[config.mk]
export PLATFORM = sky130hd
export DESIGN_NAME = tag_match_pipe
export DESIGN_NICKNAME = d
export VERILOG_FILES = /design/src/rtl/tag_match_pipe_pkg.sv /design/src/rtl/identity_comparator.sv /design/src/rtl/tag_match_pipe_way.sv /design/src/rtl/tag_match_pipe.sv
export SDC_FILE = /design/constraint.sdc
export NUM_CORES = 1
export LEC_CHECK = 0
export BUFFER_PORTS_ARGS = -buffer_cell sky130_fd_sc_hd__buf_2
export CAP_MARGIN = 20
export CELL_PAD_IN_SITES_DETAIL_PLACEMENT = 1
export CELL_PAD_IN_SITES_GLOBAL_PLACEMENT = 2
export CORE_AREA = 2 2 117 119
export DETAILED_ROUTE_END_ITERATION = 10
export DIE_AREA = 0 0 119 121
export GPL_TIMING_DRIVEN = 0
export PLACE_DENSITY = 0.83
export SYNTH_ARGS = -nofsm -noshare
export SYNTH_HDL_FRONTEND = slang
export SYNTH_SLANG_ARGS = --single-unit
[constraint.sdc]
create_clock -name clock_i -period 4 [get_ports clock_i]
set_input_delay 0.6 -clock clock_i [delete_from_list [all_inputs] [get_ports clock_i]]
set_output_delay 0.6 -clock clock_i [all_outputs]
set_load 0.05 [all_outputs]
[src/rtl/tag_match_pipe_pkg.sv]
//==============================================================================
// Module  : tag_match_pipe_pkg
// Brief   : Shared cache constants and the way-index width helper.
// Revision: 1.0 - initial release
//==============================================================================
`default_nettype none

package tag_match_pipe_pkg;

  localparam int STATS_CNT_W = 32;

  // Smallest width able to index 'value' entries (value >= 2).
  function automatic int clog2(input int value);
    int width;
    width = 0;
    for (int i = 0; i < 31; i++) begin
      if ((1 << i) < value) width = i + 1;
    end
    return width;
  endfunction

endpackage

`default_nettype wire

[src/rtl/identity_comparator.sv]
//==============================================================================
// Module  : identity_comparator
// Brief   : Combinational equality compare of two BW-bit operands.
// Revision: 1.0 - initial release
//==============================================================================
`default_nettype none

module identity_comparator #(
  parameter int BW = 8
) (
  input  logic [BW-1:0] a_i,
  input  logic [BW-1:0] b_i,
  output logic          eq_o
);

  assign eq_o = (a_i == b_i);

endmodule

`default_nettype wire

[src/rtl/tag_match_pipe_way.sv]
//==============================================================================
// Module  : tag_match_way
// Brief   : One way: tag/valid storage and a valid-gated tag comparator.
// Revision: 1.0 - initial release
//==============================================================================
`default_nettype none

module tag_match_way #(
  parameter int BW_TAG = 20
) (
  input  logic              clock_i,
  input  logic              resetn_i,
  input  logic              fill_i,
  input  logic              inval_i,
  input  logic [BW_TAG-1:0] fill_tag_i,
  input  logic [BW_TAG-1:0] cmp_tag_i,
  output logic              match_o
);

  logic [BW_TAG-1:0] r_tag;
  logic              r_valid;
  logic              w_eq;

  // Tag storage carries no reset; the valid bit alone qualifies it.
  always_ff @(posedge clock_i) begin
    if (fill_i && !inval_i) r_tag <= fill_tag_i;
  end

  always_ff @(posedge clock_i or negedge resetn_i) begin
    if (!resetn_i) begin
      r_valid <= 1'b0;
    end else if (inval_i) begin
      r_valid <= 1'b0;
    end else if (fill_i) begin
      r_valid <= 1'b1;
    end
  end

  identity_comparator #(
    .BW (BW_TAG)
  ) u_cmp (
    .a_i  (cmp_tag_i),
    .b_i  (r_tag),
    .eq_o (w_eq)
  );

  assign match_o = w_eq && r_valid;

endmodule

`default_nettype wire

[src/rtl/tag_match_pipe.sv]
//==============================================================================
// Module  : tag_match_pipe
// Brief   : Two-stage tag lookup pipeline over N_WAYS tag/valid entries.
//           Optional hit/miss counters enabled by TAG_MATCH_PIPE_STATS_EN.
// Revision: 1.0 - initial release
//==============================================================================
`default_nettype none

module tag_match_pipe
  import tag_match_pipe_pkg::*;
#(
  parameter  int BW_TAG = 20,
  parameter  int N_WAYS = 4,
  localparam int BW_WAY = clog2(N_WAYS)
) (
  input  logic                   clock_i,
  input  logic                   resetn_i,
  input  logic                   req_valid_i,
  output logic                   req_ready_o,
  input  logic [BW_TAG-1:0]      req_tag_i,
  output logic                   rsp_valid_o,
  input  logic                   rsp_ready_i,
  output logic                   rsp_hit_o,
  output logic [BW_WAY-1:0]      rsp_way_o,
  output logic                   rsp_multi_o,
  input  logic                   fill_valid_i,
  input  logic [BW_WAY-1:0]      fill_way_i,
  input  logic [BW_TAG-1:0]      fill_tag_i,
  input  logic                   inval_all_i,
  output logic [STATS_CNT_W-1:0] hit_count_o,
  output logic [STATS_CNT_W-1:0] miss_count_o
);

  logic              r_s1_valid;
  logic [BW_TAG-1:0] r_s1_tag;
  logic              r_s2_valid;
  logic              r_s2_hit;
  logic [BW_WAY-1:0] r_s2_way;
  logic              r_s2_multi;

  logic [N_WAYS-1:0] w_match;
  logic              w_s2_free;
  logic              w_s1_adv;
  logic              w_req_fire;
  logic              w_hit;
  logic              w_multi;
  logic [BW_WAY-1:0] w_way;

  assign w_s2_free   = !r_s2_valid || rsp_ready_i;
  assign w_s1_adv    = r_s1_valid && w_s2_free;
  assign req_ready_o = !r_s1_valid || w_s1_adv;
  assign w_req_fire  = req_valid_i && req_ready_o;

  // Out-of-range fill indices select no way and are thereby ignored.
  for (genvar g = 0; g < N_WAYS; g++) begin : g_way
    logic w_fill_sel;
    assign w_fill_sel = fill_valid_i && (fill_way_i == BW_WAY'(g));

    tag_match_way #(
      .BW_TAG (BW_TAG)
    ) u_way (
      .clock_i    (clock_i),
      .resetn_i   (resetn_i),
      .fill_i     (w_fill_sel),
      .inval_i    (inval_all_i),
      .fill_tag_i (fill_tag_i),
      .cmp_tag_i  (r_s1_tag),
      .match_o    (w_match[g])
    );
  end

  always_comb begin
    w_hit   = |w_match;
    w_multi = (w_match & (w_match - 1'b1)) != '0;
    w_way   = '0;
    for (int i = N_WAYS - 1; i >= 0; i--) begin
      if (w_match[i]) w_way = BW_WAY'(i);
    end
  end

  always_ff @(posedge clock_i or negedge resetn_i) begin
    if (!resetn_i) begin
      r_s1_valid <= 1'b0;
    end else if (w_req_fire) begin
      r_s1_valid <= 1'b1;
    end else if (w_s1_adv) begin
      r_s1_valid <= 1'b0;
    end
  end

  always_ff @(posedge clock_i) begin
    if (w_req_fire) r_s1_tag <= req_tag_i;
  end

  always_ff @(posedge clock_i or negedge resetn_i) begin
    if (!resetn_i) begin
      r_s2_valid <= 1'b0;
      r_s2_hit   <= 1'b0;
      r_s2_way   <= '0;
      r_s2_multi <= 1'b0;
    end else if (w_s1_adv) begin
      r_s2_valid <= 1'b1;
      r_s2_hit   <= w_hit;
      r_s2_way   <= w_way;
      r_s2_multi <= w_multi;
    end else if (rsp_ready_i) begin
      r_s2_valid <= 1'b0;
    end
  end

  assign rsp_valid_o = r_s2_valid;
  assign rsp_hit_o   = r_s2_hit;
  assign rsp_way_o   = r_s2_way;
  assign rsp_multi_o = r_s2_multi;

`ifdef TAG_MATCH_PIPE_STATS_EN
  logic                   w_rsp_fire;
  logic [STATS_CNT_W-1:0] r_hit_cnt;
  logic [STATS_CNT_W-1:0] r_miss_cnt;

  assign w_rsp_fire = r_s2_valid && rsp_ready_i;

  // Both counters stick at all-ones rather than wrapping.
  always_ff @(posedge clock_i or negedge resetn_i) begin
    if (!resetn_i) begin
      r_hit_cnt  <= '0;
      r_miss_cnt <= '0;
    end else if (w_rsp_fire) begin
      if (r_s2_hit) begin
        if (r_hit_cnt != '1) r_hit_cnt <= r_hit_cnt + STATS_CNT_W'(1);
      end else begin
        if (r_miss_cnt != '1) r_miss_cnt <= r_miss_cnt + STATS_CNT_W'(1);
      end
    end
  end

  assign hit_count_o  = r_hit_cnt;
  assign miss_count_o = r_miss_cnt;
`else
  assign hit_count_o  = '0;
  assign miss_count_o = '0;
`endif

endmodule

`default_nettype wire

==> flow_metrics.tcl, run 1 <==
set metrics [dict create \
    hpwl_um 9183 \
    synth.top_cells.by_area "edfxtp_1 60%, buf_4 9.5%, xnor2_1 7.8%" \
    grt.total_usage 0.1686 \
    grt_first_pass_wirelength_um 17930 \
    p_per_area_mw_per_mm2 421.9 \
    yosysMostFrequentCell "edfxtp_1" \
    portBuffers 53 \
    slew_headroom 0.4017 \
    worstPathRequired_ns 4.28 \
    h-tree-depth 3 \
    ys_types 35 \
    routed_wl_um 11630 \
    reg2regPathDepth 6 \
    power.total_mw 2.609 \
    cts_tree "yes" \
    cts_resized 0 \
    grt.overflow.total 0 \
    clock_latency_ns 0.34 \
    setup_viol 0 \
    cts_buffer_depth 2 \
    die_h_um 121 \
    syn_area_mm2 0.005042 \
    path_clk_slew_ns 0.07 \
    p_leak_nw 2.423 \
    ios 118 \
    antenna_found_initial 0 \
    max_clock_freq_ghz 0.3987 \
    p_sw_frac 0.2611 \
    antenna_cells 0 \
    clockPowerShare 0.333 \
    core_mm2 0.01309 \
    synthArstFlopShare 0.09091 \
    netlist.area_leader.share 0.5955 \
    drt-pass1-iter-count 4 \
    initial_core_util 0.3854 \
    yosysTopAreaCell "edfxtp_1" \
    pwr-share-comb 0.152 \
    finalWorstSetupSlack_ns 1.492 \
    nets 535 \
    power_switching_mw 0.6814 \
    ys_ff_latch 110 \
    areaGrowthSynthToFinish_pct 22.66 \
    via_count 3014 \
    period_needed_ns 2.508 \
    worstSetupPathType "reg -> reg" \
    rr_startpoint "r_s1_tag[7]$_DFFE_PP_" \
    place_congestion 0.8219 \
    cts_sinks 110 \
    synth_cells 353 \
    drv_cap 0 \
    synth-edff-count 100 \
    drc 0 \
    pwr-share-seq 0.514 \
    max-vdd-ir-drop_uv 260.1 \
    min_path_type "in -> async" \
    rsz0062_at_grt "false" \
    dp_slack_ns 1.540 \
    row_count 42 \
    synth_ff_type "edfxtp_1" \
    power.internal_mw 1.928 \
    grt_pass1_vias 3221 \
    ant_nets 0 \
    drive_above_1_share 0.2886 \
    worst_clock_skew_ns 0.006059 \
    r2r-end "rsp_multi_o$_DFFE_PN0P_" \
    worstSetupStartpointType "flop" \
    avgViaCountPerCell 4.512 \
    startpoint "r_s1_tag[7]$_DFFE_PP_" \
    drt_iter0_drc 119 \
    end_kind "flop" \
    ys_seq_area_frac 0.6452 \
    clock-root-buffer "clkbuf_16" \
    grt_max_degree 21 \
    hold_viol_final 0 \
    max_slew.worst_pin.slew_ns 0.8926 \
    cts_buffers 9 \
    die-area_mm2 0.01440 \
    r2r_slack_ns 1.49 \
    avgSynthCellArea_um2 14.28 \
    period_share 0.6270 \
    synth_common_cells "100 x edfxtp_1, 64 x buf_4, 45 x xnor2_1, 36 x xor2_1, 19 x nand4_1" \
    outcome "completed" \
    yosys_warnings 0 \
    arrival_ns 2.78 \
    holdBufCountCts 0 \
    cp_max_fo 4 \
    final_max_slew_viol_count 0 \
    post_cts_buffers 0 \
    die_x_um 119 \
    drt-wirelength-per-cell_um 17.41 \
]
## power by group through the flow
| stage | Clock, mW | Sequential, mW | Combinational [mW] |
|---|---|---|---|
| after floorplan | 0 | 1.37 | 0.285 |
| after global placement | 0 | 1.37 | 0.376 |
| after detailed placement | 0 | 1.37 | 0.388 |
| after CTS | 0.893 | 1.34 | 0.391 |
| after global routing | 0.932 | 1.35 | 0.424 |
| final | 0.870 | 1.34 | 0.397 |
## how the worst max path moves through the flow
stage / to / slack [ns] / cells after the start
final: rsp_multi_o$_DFFE_PN0P_ / 1.49 / 6
after floorplan: g_way[1].u_way.r_tag[0]$_DFFE_PP_ / 1.20 / 3
after global placement: g_way[1].u_way.r_tag[18]$_DFFE_PP_ / -0.33 / 4
after global routing: rsp_multi_o$_DFFE_PN0P_ / 1.30 / 6
after CTS: rsp_multi_o$_DFFE_PN0P_ / 1.51 / 6
after detailed placement: rsp_multi_o$_DFFE_PN0P_ / 1.54 / 6
## placed cells by master, fill, tap and decap left out, drive strengths merged, types with 2 or more instances in the layout
| cell type | n |
|---|---|
| dfrtp | 10 |
| buf | 124 |
| xnor2 | 45 |
| or4 | 2 |
| clkbuf | 18 |
| xor2 | 36 |
| nand3 | 5 |
| nand2b | 3 |
| nor3b | 2 |
| nand2 | 12 |
| conb | 64 |
| nor3 | 6 |
| a21o | 4 |
| nor2 | 5 |
| and2 | 3 |
| nand4 | 19 |
| nor4 | 13 |
| nor4b | 5 |
| edfxtp | 100 |
## worst max-delay path, stage by stage (launching register included)
cell and delay [ns]:
edfxtp_1 0.50, xor2_1 0.24, or4b_1 0.54, nor4_1 0.45, nand4_1 0.23, maj3_2 0.36
a21oi_2 0.11
## cells by family (layout without fill, tap and decap cells)
family,Yosys count,count (layout),synth area share
other,1,64,0.0007437
and+or+nand+nor,82,82,0.09628
adders and majority gates,1,1,0.002233
buffers and inverters,67,143,0.09752
AOI/OAI and AO/OA,11,11,0.01737
xor gates and xnor gates,81,81,0.1407
DFF,110,110,0.6452
## through the flow
step	hold WS, ns	instance area [µm²]	utilization	cells	TNS, ns
floorplan	0.3044	5279	-	416	0
finish	0.1109	6185	0.4727	668	0
detailed placement	0.4781	5864	0.4482	651	0
global placement	0.4614	5764	0.4405	645	-10.12
global route	0.1143	6185	0.4727	668	0
CTS	0.1065	6157	0.4705	667	0
## layout make-up
cell class	instances	area (µm²)
repair buffers	60	380.4
fillers	1377	6900
well taps	176	220.2
inverters	1	3.754
clock buffers	16	292.8
multi-input cells	239	1546
flip-flops and latches	110	3253
plain buffers	66	488.0
## state kept, by name (all words and copies together) (netlist names)
| signal | count |
|---|---|
| g_way.u_way.r_tag | 80 |
| r_s1_tag | 20 |
| g_way.u_way.r_valid | 4 |
| rsp_way_o | 2 |
| r_s1_valid | 1 |
| rsp_hit_o | 1 |
| rsp_multi_o | 1 |
| rsp_valid_o | 1 |
## layer usage
layer  routed length, µm  global-route usage
met1                4649              0.1920
met2                5789              0.2913
met3                 880             0.05686
met4                 312             0.06845
met5                   0                   0
Power figures use the tool's default switching activity.
==> run 2, diff against run 1 <==
--- a/config.mk
+++ b/config.mk
@@ -5,15 +5,16 @@
 export SDC_FILE = /design/constraint.sdc
 export NUM_CORES = 1
 export LEC_CHECK = 0
+export ABC_AREA = 1
 export BUFFER_PORTS_ARGS = -buffer_cell sky130_fd_sc_hd__buf_2
 export CAP_MARGIN = 20
 export CELL_PAD_IN_SITES_DETAIL_PLACEMENT = 1
 export CELL_PAD_IN_SITES_GLOBAL_PLACEMENT = 2
-export CORE_AREA = 2 2 117 119
+export CORE_AREA = 2 2 131 133
 export DETAILED_ROUTE_END_ITERATION = 10
-export DIE_AREA = 0 0 119 121
+export DIE_AREA = 0 0 133 135
 export GPL_TIMING_DRIVEN = 0
-export PLACE_DENSITY = 0.83
+export PLACE_DENSITY = 0.79
 export SYNTH_ARGS = -nofsm -noshare
 export SYNTH_HDL_FRONTEND = slang
 export SYNTH_SLANG_ARGS = --single-unit
==> constraint.sdc (replaced) <==
create_clock -name clock_i -period 2.4 [get_ports clock_i]
set_input_delay 0.36 -clock clock_i [delete_from_list [all_inputs] [get_ports clock_i]]
set_output_delay 0.36 -clock clock_i [all_outputs]
set_load 0.05 [all_outputs]
==> run 2 against run 1 <==
Compared with the run above:
- die area grew 25%
- routed wire length rose by 17%
- worst setup slack got worse by 0.90 ns
- first-iteration DRC count up 15%
- sequential cell count unchanged
- total power grew 67%
- sequential power up 67%
- clock skew decreased by 0.0018 ns
- final cell count is 40% higher
- critical path type unchanged
- largest cell class unchanged
==> flow_metrics.tcl, run 2 <==
set metrics [dict create \
    outcome "completed" \
    grt_max_degree 21 \
    h-tree-depth 3 \
    p_per_area_mw_per_mm2 664.5 \
    cts_tree "yes" \
    max_slew.worst_pin.slew_ns 0.9806 \
    grt.overflow.total 0 \
    drc 0 \
    grt_first_pass_wirelength_um 20850 \
    ys_seq_area_frac 0.6038 \
    largest_register_ffs 80 \
    cp_top_family "simple AND/OR/NAND/NOR gates" \
    row_count 47 \
    cts_buffer_depth 2 \
    worst_path_largest_cell_delay_ns 0.45 \
    dp_slack_ns 0.5029 \
    synth.top_cells.by_area "edfxtp_1 56%, nand2_1 15%, buf_4 8.9%" \
    clock_latency_ns 0.35 \
    grt_pass1_vias 3938 \
    die_h_um 135 \
    synth_ff_type "edfxtp_1" \
    areaGrowthSynthToFinish_pct 21.50 \
    grt.total_usage 0.1562 \
    cp_max_fo 5 \
    setup_viol 0 \
    top_regs "g_way.u_way.r_tag x80, r_s1_tag x20, g_way.u_way.r_valid x4" \
    ys_ff_latch 110 \
    drt-pass1-iter-count 4 \
    ios 118 \
    ys_types 19 \
    antenna_cells 0 \
    drive_above_1_share 0.2280 \
    synthArstFlopShare 0.09091 \
    largest-register "g_way.u_way.r_tag" \
    worstSetupPathType "reg -> reg" \
    worstSetupStartpointType "flop" \
    rsz0062_at_grt "false" \
    hpwl_um 10810 \
    end_kind "flop" \
    drt-wirelength-per-cell_um 14.53 \
    ant_nets 0 \
    p_leak_nw 3.203 \
    drv_cap 0 \
    path_clk_slew_ns 0.07 \
    finalWorstSetupSlack_ns 0.5912 \
    seq_area_mm2 0.003253 \
    critPathBufInv 2 \
    synth-edff-count 100 \
    worst-path-stages 10 \
    reg2regPathDepth 10 \
    hold_viol_final 0 \
    max_clock_freq_ghz 0.5528 \
    portBuffers 52 \
    min_path_cells 1 \
    arrival_ns 2.05 \
    fillers 1933 \
    cp_slowest_cell "edfxtp_1" \
    synth_cells 579 \
    die-area_mm2 0.01796 \
    avgViaCountPerCell 4.075 \
    antenna_found_initial 0 \
    die_x_um 133 \
    routed_wl_um 13580 \
    place_congestion 0.8048 \
    nets 758 \
    via_count 3810 \
    period_needed_ns 1.809 \
    period_share 0.7537 \
    min_path_type "in -> reg" \
    yosys_warnings 0 \
    multi_input_area_mm2 0.001559 \
    cts_buffers 9 \
    final_common_cell "nand2_1" \
    yosysTopAreaCell "edfxtp_1" \
    final_max_slew_viol_count 0 \
    avgSynthCellArea_um2 9.305 \
    drt_iter0_drc 137 \
    max-vdd-ir-drop_uv 350.9 \
    worstPathRequired_ns 2.64 \
    yosysMostFrequentCell "nand2_1" \
    cts_sinks 110 \
    power.total_mw 4.350 \
    worstPathCellList "inv_1 > o21ai_0 > nor2_1 > nand2_1 > nor2_1 > nand3_1 > nand2_1 > inv_2 > nand3_1 > nand2_1" \
    final_cell_mix "214 x nand2_1, 100 x edfxtp_1, 71 x inv_1, 64 x buf_4, 64 x conb_1" \
    syn_area_mm2 0.005388 \
    synth_common_cells "214 x nand2_1, 100 x edfxtp_1, 71 x inv_1, 64 x buf_4, 45 x nor2_1" \
    worst_clock_skew_ns 0.004265 \
    cp_common_cell "nand2_1" \
    slew_headroom 0.3456 \
    clock-root-buffer "clkbuf_16" \
    core_mm2 0.01641 \
    cts_resized 0 \
    initial_core_util 0.3284 \
    netlist.area_leader.share 0.5574 \
]
==> run 2: cell type report <==
cell class,count,area share
repair buffers,57,0.05428
multi-input cells,377,0.2382
inverters,90,0.05161
clock buffers,10,0.03498
plain buffers,65,0.07397
flip-flops and latches,110,0.4969
clock inverters,6,0.008028
well taps,220,0.04205
==> run 2: layer usage <==
layer | track usage | wire length (µm) | vias up
li1 | - | - | 1924
met1 | 0.1821 | 5848 | 1751
met2 | 0.2832 | 6723 | 115
met3 | 0.03003 | 721 | 20
met4 | 0.06272 | 291 | 0
met5 | 0 | 0 | -
==> run 2: worst paths after layout <==
check / from / endpoint / slack (ns)
setup / recovery: r_s1_tag[15]$_DFFE_PP_ / rsp_way_o[1]$_DFFE_PN0P_ / 0.59
hold / removal: req_tag_i[13] / r_s1_tag[13]$_DFFE_PP_ / 0.18
max in group asynchronous: resetn_i / g_way[0].u_way.r_valid$_DFFE_PN0P_ / 1.80
hold reg to reg: rsp_way_o[0]$_DFFE_PN0P_ / rsp_way_o[0]$_DFFE_PN0P_ / 0.48
setup reg to reg: r_s1_tag[15]$_DFFE_PP_ / rsp_way_o[1]$_DFFE_PN0P_ / 0.59
min in group asynchronous: resetn_i / g_way[3].u_way.r_valid$_DFFE_PN0P_ / 0.40
==> run 2: logic make-up (layout without fill, tap and decap cells) <==
logic type                after synthesis  in the layout  synth area share
DFF                                   110            110            0.6038
xor gates and xnor gates               12             12           0.01951
buffers and inverters                 155            228            0.1526
AOI/OAI and AO/OA                      20             20           0.01858
and+or+nand+nor                       281            281            0.2048
other                                   1             64         0.0006960
==> run 2: stage by stage <==
stage          cell area (µm²)  hold WS [ns]  cells    util  TNS (ns)
6_report                  6546        0.1827    935  0.3990         0
5_1_grt                   6546        0.1720    935  0.3990         0
4_1_cts                   6546        0.1719    935  0.3990         0
3_5_place_dp              6255        0.2477    918  0.3812         0
3_3_place_gp              6160        0.2346    914  0.3754    -35.63
2_1_floorplan             5624       0.06441    642       -         0
==> run 2: timing repair <==
| item | in CTS | in global routing |
|---|---|---|
| endpoints found under the hold margin | 10 | 0 |
| buffers inserted | 0 | 0 |
| setup endpoints to repair | 0 | 0 |
| hold buffers | 1 | 0 |
==> run 2: report_power, final <==
group | leakage [nW] | switching, mW | internal, mW
logic | 2.02 | 0.466 | 0.187
clock network | 0.133 | 0.656 | 0.796
registers | 1.05 | 0.0627 | 2.18
